===== config.mk =====
export PLATFORM = sky130hd
export DESIGN_NAME = seq_digit_mult
export DESIGN_NICKNAME = d
export VERILOG_FILES = /design/src/rtl/seq_digit_mult_pkg.sv /design/src/rtl/seq_digit_mult_digit_mult2x2.sv /design/src/rtl/seq_digit_mult.sv
export SDC_FILE = /design/constraint.sdc
export NUM_CORES = 1
export LEC_CHECK = 0
export BUFFER_PORTS_ARGS = -buffer_cell sky130_fd_sc_hd__buf_2
export CORE_MARGIN = 2
export CORE_UTILIZATION = 45
export CTS_BUF_LIST = sky130_fd_sc_hd__clkbuf_4
export DETAILED_ROUTE_END_ITERATION = 8
export MAX_ROUTING_LAYER = met4
export PLACE_DENSITY_LB_ADDON = 0.05
export SLEW_MARGIN = 20
export SYNTH_ARGS = -nofsm -noshare
export SYNTH_HDL_FRONTEND = slang
export SYNTH_SLANG_ARGS = --single-unit

===== constraint.sdc =====
create_clock -name clk -period 6.5 [get_ports clk]
set_input_delay 0.65 -clock clk [delete_from_list [all_inputs] [get_ports clk]]
set_output_delay 0.65 -clock clk [all_outputs]
set_load 0.01 [all_outputs]

===== src/rtl/seq_digit_mult_pkg.sv =====
// Shared definitions for the sequential digit multiplier.
//   DIG_W   : width of one operand digit (the multiplier cell works on 2-bit digits)
//   state_t : controller states IDLE / BUSY / DONE
package seq_digit_mult_pkg;

    localparam int DIG_W = 2;

    typedef enum logic [1:0] {
        IDLE = 2'd0,
        BUSY = 2'd1,
        DONE = 2'd2
    } state_t;

endpackage


===== src/rtl/seq_digit_mult_digit_mult2x2.sv =====
// Combinational 2-bit x 2-bit unsigned multiplier cell.
// Ports:
//   a, b : 2-bit unsigned digits
//   p    : 4-bit unsigned product
// Kept as its own module so a different cell implementation can be dropped in
// without touching the controller.
module digit_mult2x2
    import seq_digit_mult_pkg::*;
(
    input  logic [DIG_W-1:0]   a,
    input  logic [DIG_W-1:0]   b,
    output logic [2*DIG_W-1:0] p
);

    logic pp_00, pp_10, pp_01, pp_11;
    logic carry_1;

    assign pp_00 = a[0] & b[0];
    assign pp_10 = a[1] & b[0];
    assign pp_01 = a[0] & b[1];
    assign pp_11 = a[1] & b[1];

    // Half-adder chain over the partial-product columns.
    assign carry_1 = pp_10 & pp_01;
    assign p[0]    = pp_00;
    assign p[1]    = pp_10 ^ pp_01;
    assign p[2]    = pp_11 ^ carry_1;
    assign p[3]    = pp_11 & carry_1;

endmodule


===== src/rtl/seq_digit_mult.sv =====
// Sequential WIDTH x WIDTH multiplier with valid/ready handshakes.
// Both operands are split into 2-bit digits; one 2x2 cell is reused once per
// cycle and the shifted digit products are accumulated into a 2*WIDTH result.
// Signed operation (tc=1) multiplies magnitudes and negates the result at the end.
// Ports:
//   clk, rst             : clock, asynchronous active-high reset
//   in_valid / in_ready  : operand handshake (A, B, tc sampled on acceptance)
//   A, B, tc             : operands and two's-complement mode
//   out_valid / out_ready: product handshake
//   P                    : 2*WIDTH-bit product
//   busy                 : high while digit products are being accumulated
module seq_digit_mult
    import seq_digit_mult_pkg::*;
#(
    parameter int WIDTH = 8
) (
    input  logic               clk,
    input  logic               rst,
    input  logic               in_valid,
    output logic               in_ready,
    input  logic [WIDTH-1:0]   A,
    input  logic [WIDTH-1:0]   B,
    input  logic               tc,
    output logic               out_valid,
    input  logic               out_ready,
    output logic [2*WIDTH-1:0] P,
    output logic               busy
);

    localparam int DIGITS = WIDTH / DIG_W;
    localparam int IDX_W  = (DIGITS > 1) ? $clog2(DIGITS) : 1;
    localparam int SH_W   = IDX_W + 2;
    localparam logic [IDX_W-1:0] LAST_IDX = IDX_W'(DIGITS - 1);

    generate
        if ((WIDTH < 2) || ((WIDTH % 2) != 0)) begin : g_bad_width
            $error("seq_digit_mult: WIDTH must be even and >= 2");
        end
    endgenerate

    state_t state_reg, state_next;

    logic [WIDTH-1:0]   a_mag_reg, b_mag_reg;
    logic               neg_reg;
    logic [2*WIDTH-1:0] acc_reg;
    logic [2*WIDTH-1:0] p_reg;
    logic [IDX_W-1:0]   i_reg, j_reg;

    logic               accept;
    logic               last_step;
    logic [WIDTH-1:0]   a_mag_in, b_mag_in;
    logic [DIG_W-1:0]   a_digs [DIGITS];
    logic [DIG_W-1:0]   b_digs [DIGITS];
    logic [DIG_W-1:0]   a_dig, b_dig;
    logic [2*DIG_W-1:0] cell_prod;
    logic [2*WIDTH-1:0] prod_ext;
    logic [2*WIDTH-1:0] acc_sum;
    logic [SH_W-1:0]    shift_amt;

    // Magnitudes: -2^(WIDTH-1) negates to itself, which is the correct
    // unsigned magnitude in WIDTH bits.
    assign a_mag_in = (tc && A[WIDTH-1]) ? (~A + 1'b1) : A;
    assign b_mag_in = (tc && B[WIDTH-1]) ? (~B + 1'b1) : B;

    for (genvar gi = 0; gi < DIGITS; gi++) begin : g_digits
        assign a_digs[gi] = a_mag_reg[gi*DIG_W +: DIG_W];
        assign b_digs[gi] = b_mag_reg[gi*DIG_W +: DIG_W];
    end

    assign a_dig = a_digs[i_reg];
    assign b_dig = b_digs[j_reg];

    digit_mult2x2 u_cell (
        .a (a_dig),
        .b (b_dig),
        .p (cell_prod)
    );

    always_comb begin
        prod_ext = '0;
        prod_ext[2*DIG_W-1:0] = cell_prod;
    end

    // Digit product weight is 4^(i+j), i.e. a left shift of 2*(i+j).
    assign shift_amt = {1'b0, i_reg, 1'b0} + {1'b0, j_reg, 1'b0};
    assign acc_sum   = acc_reg + (prod_ext << shift_amt);
    assign last_step = (i_reg == LAST_IDX) && (j_reg == LAST_IDX);

    always_ff @(posedge clk or posedge rst) begin
        if (rst) begin
            state_reg <= IDLE;
        end else begin
            state_reg <= state_next;
        end
    end

    always_comb begin
        state_next = state_reg;
        in_ready   = 1'b0;
        out_valid  = 1'b0;
        busy       = 1'b0;
        accept     = 1'b0;
        case (state_reg)
            IDLE: begin
                in_ready = 1'b1;
                if (in_valid) begin
                    accept     = 1'b1;
                    state_next = BUSY;
                end
            end
            BUSY: begin
                busy = 1'b1;
                if (last_step) begin
                    state_next = DONE;
                end
            end
            DONE: begin
                out_valid = 1'b1;
                if (out_ready) begin
                    state_next = IDLE;
                end
            end
            default: state_next = IDLE;
        endcase
    end

    always_ff @(posedge clk or posedge rst) begin
        if (rst) begin
            a_mag_reg <= '0;
            b_mag_reg <= '0;
            neg_reg   <= 1'b0;
            acc_reg   <= '0;
            p_reg     <= '0;
            i_reg     <= '0;
            j_reg     <= '0;
        end else if (accept) begin
            a_mag_reg <= a_mag_in;
            b_mag_reg <= b_mag_in;
            neg_reg   <= tc & (A[WIDTH-1] ^ B[WIDTH-1]);
            acc_reg   <= '0;
            i_reg     <= '0;
            j_reg     <= '0;
        end else if (busy) begin
            acc_reg <= acc_sum;
            if (j_reg == LAST_IDX) begin
                j_reg <= '0;
                i_reg <= i_reg + 1'b1;
            end else begin
                j_reg <= j_reg + 1'b1;
            end
            // Negating a zero sum yields zero, so no special case is needed.
            if (last_step) begin
                p_reg <= neg_reg ? (~acc_sum + 1'b1) : acc_sum;
            end
        end
    end

    assign P = p_reg;

endmodule


# Word-level counts from Yosys, hierarchy flattened
# Cells that the tools add are included.
[op_classes] n_addsub=7 multipliers=0 n_div=0 n_lt_le_gt_ge=2 eq_ne=7 shift=1 n_mux=26 bitwise_logic=16 reduce_logical=9
[ops] cell="16-bit 2-to-1 mux" n=3
[ops] cell="2-bit 2-to-1 mux" n=13
[ops] cell="16-bit by 1-bit adder with 16-bit output (second input constant)" n=1
[ops] cell="16-bit adder" n=1
[ops] cell="8-bit by 1-bit adder with 8-bit output (second input constant)" n=2
[ops] cell="8-bit 2-to-1 mux" n=2
[ops] cell="16-bit NOT" n=1
[ops] cell="8-bit NOT" n=2
[ops] cell="4-bit by 4-bit left shift with 16-bit output" n=1
[ops] cell="2-bit binary-select mux with 2-bit select" n=2
[ops] cell="1-bit bitwise AND" n=7
[ops] cell="2-bit equality test (second input constant)" n=3
[ops] cell="3-bit >= comparator (second input constant)" n=2
[ops] cell="2-bit != test (second input constant)" n=3
[ops] cell="2-bit NOT with 3-bit output" n=2
[ops] cell="2-bit one-hot mux with 3 select lines" n=1
[ops] cell="3-bit AND reduction" n=2
[ops] cell="1-bit 2-to-1 mux" n=5
[ops] cell="2-bit by 1-bit adder with 2-bit output (second input constant)" n=2
[ops] cell="3-bit by 3-bit adder with 4-bit output" n=1
[ops] cell="2-bit nonzero test" n=2
[ops] cell="1-bit logical AND" n=3
[ops] cell="1-bit XOR" n=3
[ops] cell="2-bit by 1-bit equality test with 1-bit output (second input constant)" n=1
[ops] cell="other kinds (3)" n=3
[totals] register_bits=55 latchBits=0 ram_bits=0 romBits=0 input_bits=21 wordCells=76 memories=0

# Depth between registers and ports, before layout
[logic_depth] word_depth=12 mapped_depth=18

# Modules after synthesis
# From an unflattened synthesis, not the netlist that was laid out.
[unflattened] hier_cells=460 hier_area_um2=3923.8
[by_module_without_submodules] module="seq_digit_mult" instances=1 cells_per_inst=453 area_each_um2=3866.2
[by_module_without_submodules] module="digit_mult2x2" instances=1 cells_per_inst=7 area_each_um2=57.6

# Least setup slack after synthesis
# OpenSTA, ideal clock, no wires.
[synth_path] path_kind="register -> register" startpoint="register j_reg[0]" endpoint="register p_reg[14], in the netlist P[14]" arrival_ps=4089 t_required_ps=6378 setup_slack_ps=2289 path_stages_with_launch=17 n_path_buf=1 synth_period_minus_slack_ps=4211 cell_sequence="dfrtp_1 -> mux4_2 -> and2_1 -> ha_1 -> ha_1 -> a22oi_1 -> nor2b_1 -> ha_1 -> buf_6 -> a21o_1 -> a31o_4 -> or4_4 -> a311oi_2 -> nand4b_2 -> nor4_2 -> mux2i_1 -> nand2_1"
[synth_via] elab_chain_cells=12
[synth_lines] element="start, declared" line_no="seq_digit_mult.sv:47" text="logic [IDX_W-1:0] i_reg, j_reg;"
[synth_lines] element="start signal, assigned" line_no="seq_digit_mult.sv:149" text="j_reg <= j_reg + 1'b1;"
[synth_lines] element="2-bit NOT with 3-bit output (implied by the code)" line_no="seq_digit_mult.sv:71" text="assign b_dig = b_digs[j_reg];"
[synth_lines] element="2-bit binary-select mux with 2-bit select" line_no="seq_digit_mult.sv:71"
[synth_lines] element="2-bit 2-to-1 mux (implied by the code) (2 in a row)" line_no="seq_digit_mult.sv:71"
[synth_lines] element="1-bit bitwise AND (on tied branches)" line_no="seq_digit_mult_digit_mult2x2.sv:19, seq_digit_mult_digit_mult2x2.sv:20"
[synth_lines] element="1-bit bitwise AND" line_no="seq_digit_mult_digit_mult2x2.sv:24" text="assign carry_1 = pp_10 & pp_01;"
[synth_lines] element="1-bit XOR / 1-bit bitwise AND (equally long branches)" line_no="seq_digit_mult_digit_mult2x2.sv:27, seq_digit_mult_digit_mult2x2.sv:28"
[synth_lines] element="4-bit by 4-bit left shift with 16-bit output" line_no="seq_digit_mult.sv:86" text="assign acc_sum = acc_reg + (prod_ext << shift_amt);"
[synth_lines] element="16-bit adder" line_no="seq_digit_mult.sv:86"
[synth_lines] element="16-bit NOT" line_no="seq_digit_mult.sv:153" text="p_reg <= neg_reg ? (~acc_sum + 1'b1) : acc_sum;"
[synth_lines] element="16-bit by 1-bit adder with 16-bit output" line_no="seq_digit_mult.sv:153"
[synth_lines] element="16-bit 2-to-1 mux" line_no="seq_digit_mult.sv:153"
[synth_lines] element="end signal, assigned" line_no="seq_digit_mult.sv:153"
[synth_lines] element="end, declared" line_no="seq_digit_mult.sv:46" text="logic [2*WIDTH-1:0] p_reg;"
# Parallel ways exist; a longest one is shown, timed or not. The select of a mux whose other input is x is not followed.
# A chain may end at the register's enable or synchronous reset.

# Worst setup path after layout
# Ends and elaborated chain as after synthesis.

==> summary.md <==
| Metric | Value |
|---|---|
| Fin Setup TNS | `0 ns` |
| Area of the core | `8760 um2` |
| Min-Delay Path Class | `input pin to asynchronous set/reset pin` |
| CTS tree | `built` |
| DRC | `0` |
| CTS max path bufs | `2` |
| Total wire length | `9840 um` |
| Placed Cells incl. Taps | `608` |
| Num ports | `40` |
| Hold_buf cts | `0` |
| Syn_nets | `525` |
| CP max stage delay | `0.54 ns` |
| Num Clock Sinks | `55` |
| Vias per Instance | `5.63` |
| GPL Wtd Cong | `0.973` |
| Share of layout cells above drive strength 1 | `14.2%` |
| Synthesized area | `4070 um2` |
| Slack of the worst reg-to-reg path | `1.73 ns` |
| Minimum clock period | `4.77 ns` |
| Final Power | `1.99 mW` |
| Ys Warns | `0` |
| Post-place setup slack | `1.72 ns` |
| First-pass GRT wire length | `16900 um` |
| Sequence of cells on the critical path | `mux4_2, and2_1, ha_1, ha_1, mux2i_1, nor2_1, ha_1, a21o_1, a221oi_1, mux2_1, a31oi_1, o2111ai_1, nor4_2, mux2i_1, nand2_1` |
| Initial Util | `46.4%` |
| Dominant cell type by area after synthesis | `dfrtp_1` |
| Seq cells post-synth | `55` |
| I/O Buffers | `39` |
| Maxcap violations | `0` |
| CP required | `6.80 ns` |
| M1 WL | `4390 um` |
| Total global routing track utilization | `22.1%` |
| Post-CTS sizing | `0` |
| CP Max Fanout | `8` |
| Skew final | `0.0241 ns` |
| Post-synth cell types | `61` |
| Ys async rst share | `100%` |
| Initial antenna violation count | `0` |
| Synth top area share | `33.8%` |
| Critical path's slowest cell | `mux4_2` |
| Detail Route Antenna Nets | `0` |
| Root buffer cell | `clkbuf_4` |
| Setup bufs post-CTS | `0` |
| Met2 Routed Length | `5080 um` |
| Leak | `2.11 nW` |
| Fin. Hold Viols | `0` |
| Final-report setup violation count | `0` |
| Number of synthesized flops with an enable pin | `0` |
| CP Class | `flip-flop to flip-flop` |
| Layout Cells excl Fill | `615` |
| P per Cell Area | `451 nW/um2` |
| RSZ-0062 raised after global routing | `false` |
| Detailed-placement wirelength estimate | `7490 um` |
| CP endpoint kind | `flip-flop` |
| Launching element type of the critical path | `flip-flop` |
| Most frequent cells in the layout | `nand2_1, dfrtp_1, buf_2` |
| Crit path top cell by count | `ha_1` |
| Vias in the first global route | `3386` |
| Sequential-to-total area share from yosys stat | `33.8%` |
| Dominant register cell in the synthesized netlist | `dfrtp_1` |
| Ant. Diodes | `0` |
| Max IR drop VDD | `0.173 mV` |
| Overflow after GRT | `0` |
| DR pass1 iterations | `4` |
| Std cell rows | `34` |
| DR WL met3 | `303 um` |
| Clk_lat worst skew | `0.40 ns` |
| Status | `finished clean` |
| CTS buffer count | `5` |
| Die H | `99.1 um` |
| Commonest non-fill, non-tap cell in the layout | `nand2_1` |
| Die ar. | `9810 um2` |
| Layout area overhead | `8.65%` |
| Finished Cell Area | `4420 um2` |
| Placed Instance Area | `4340 um2` |
| Final period util | `73.4%` |
| Die X | `99.1 um` |
| Number of H-tree levels | `2` |
| CP Data Arrival Time | `5.07 ns` |
| Tightest Pin Transition | `1.01 ns` |
| Clock transition at the registers of the reported paths | `0.18 ns` |
| Via count | `3463` |
| Routed length per placed instance | `16.0 um` |
| Max-slew violations | `0` |
| Post-Syn Area per Cell | `8.51 um2` |
| Top cells by area, synth | `dfrtp_1, ha_1, nand2_1` |
| Post-Syn Instances | `478` |
| Worst Slack Setup Final | `1.73 ns` |
| Largest net degree at the start of global routing | `56` |
| Peak Freq | `0.210 GHz` |
| Top sig layer | `met4` |
| Final net count | `554` |
| DR iter-0 viols | `179` |
| Slew Limit Headroom | `32.7%` |
[per-layer routing]
metal,track usage (%),up-vias
li1,-,1755
met1,27.9,1638
met2,38.8,65
met3,2.77,5
met4,3.58,0
met5,-,-
[path summary, 6_finish.rpt]
| path | start | endpoint | cells past startpoint |
|---|---|---|---|
| hold reg to reg | a_mag_reg[6] | a_mag_reg[6] | 2 |
| setup reg to reg | j_reg[0] | P[14] | 15 |
| hold / removal | rst | b_mag_reg[0] | 3 |
| min in group clk | out_ready | state_reg[1] | 2 |
| setup / recovery | j_reg[0] | P[14] | 15 |
| max in group asynchronous | rst | acc_reg[12] | 3 |
[cells by family (layout without fill, tap and decap cells)]
| kind of cell | after synthesis | count (layout) | synth area share, % |
|---|---|---|---|
| and+or+nand+nor | 203 | 203 | 24.4 |
| AOI/OAI and AO/OA | 115 | 115 | 19.4 |
| DFF | 55 | 55 | 33.8 |
| buffers and inverters | 39 | 68 | 3.82 |
| xor gates and xnor gates | 30 | 30 | 6.46 |
| adders and majority gates | 26 | 26 | 8.37 |
| muxes | 10 | 10 | 3.72 |
[where the power goes]
part / leakage (nW) / total, mW / switching (mW) / internal, mW
registers: 0.706 / 0.572 / 0.0982 / 0.474
logic: 1.36 / 1.22 / 0.730 / 0.487
clock network: 0.0432 / 0.204 / 0.123 / 0.0819
[final cells by class]
type,instances,area [um2]
Inverter,18,67.6
Clock inverter,2,41.3
Multi-Input combinational cell,384,2530
Fill cell,872,4350
Timing Repair Buffer,43,225
Tap cell,108,135
Clock buffer,5,37.5
Sequential cell,55,1380
[critical path: cells and delay by family (launching register included)]
kind,cells,cell delay (ns)
DFF,1,0.52
adders and majority gates,3,0.90
AOI/OAI and AO/OA,4,1.07
and+or+nand+nor,4,0.75
muxes,4,1.45
[metrics by stage]
step,hold slack (ns),utilization [%]
finish,0.424,50.4
global route,0.433,50.4
CTS,0.437,50.4
detailed placement,0.463,49.5
global placement,0.458,49.5
floorplan,0.441,-
[synth_stat cells (all sizes together) (3+ instances only)]
library cell,number
mux2i,5
buf,5
or3,6
nand2b,10
a21oi,17
o21ai,50
nor2b,6
nand3,28
a211oi,3
nand4,3
nor4,3
inv,18
nor2,31
a32o,4
xnor2,16
mux4,4
clkbuf,16
nand2,78
dfrtp,55
ha,24
xor2,14
a2111oi,3
or2,3
a211o,3
and3,6
a21o,6
nor3,10
o31ai,5
and2,12
a22oi,4
a31oi,3
Power figures use the tool's default switching activity.
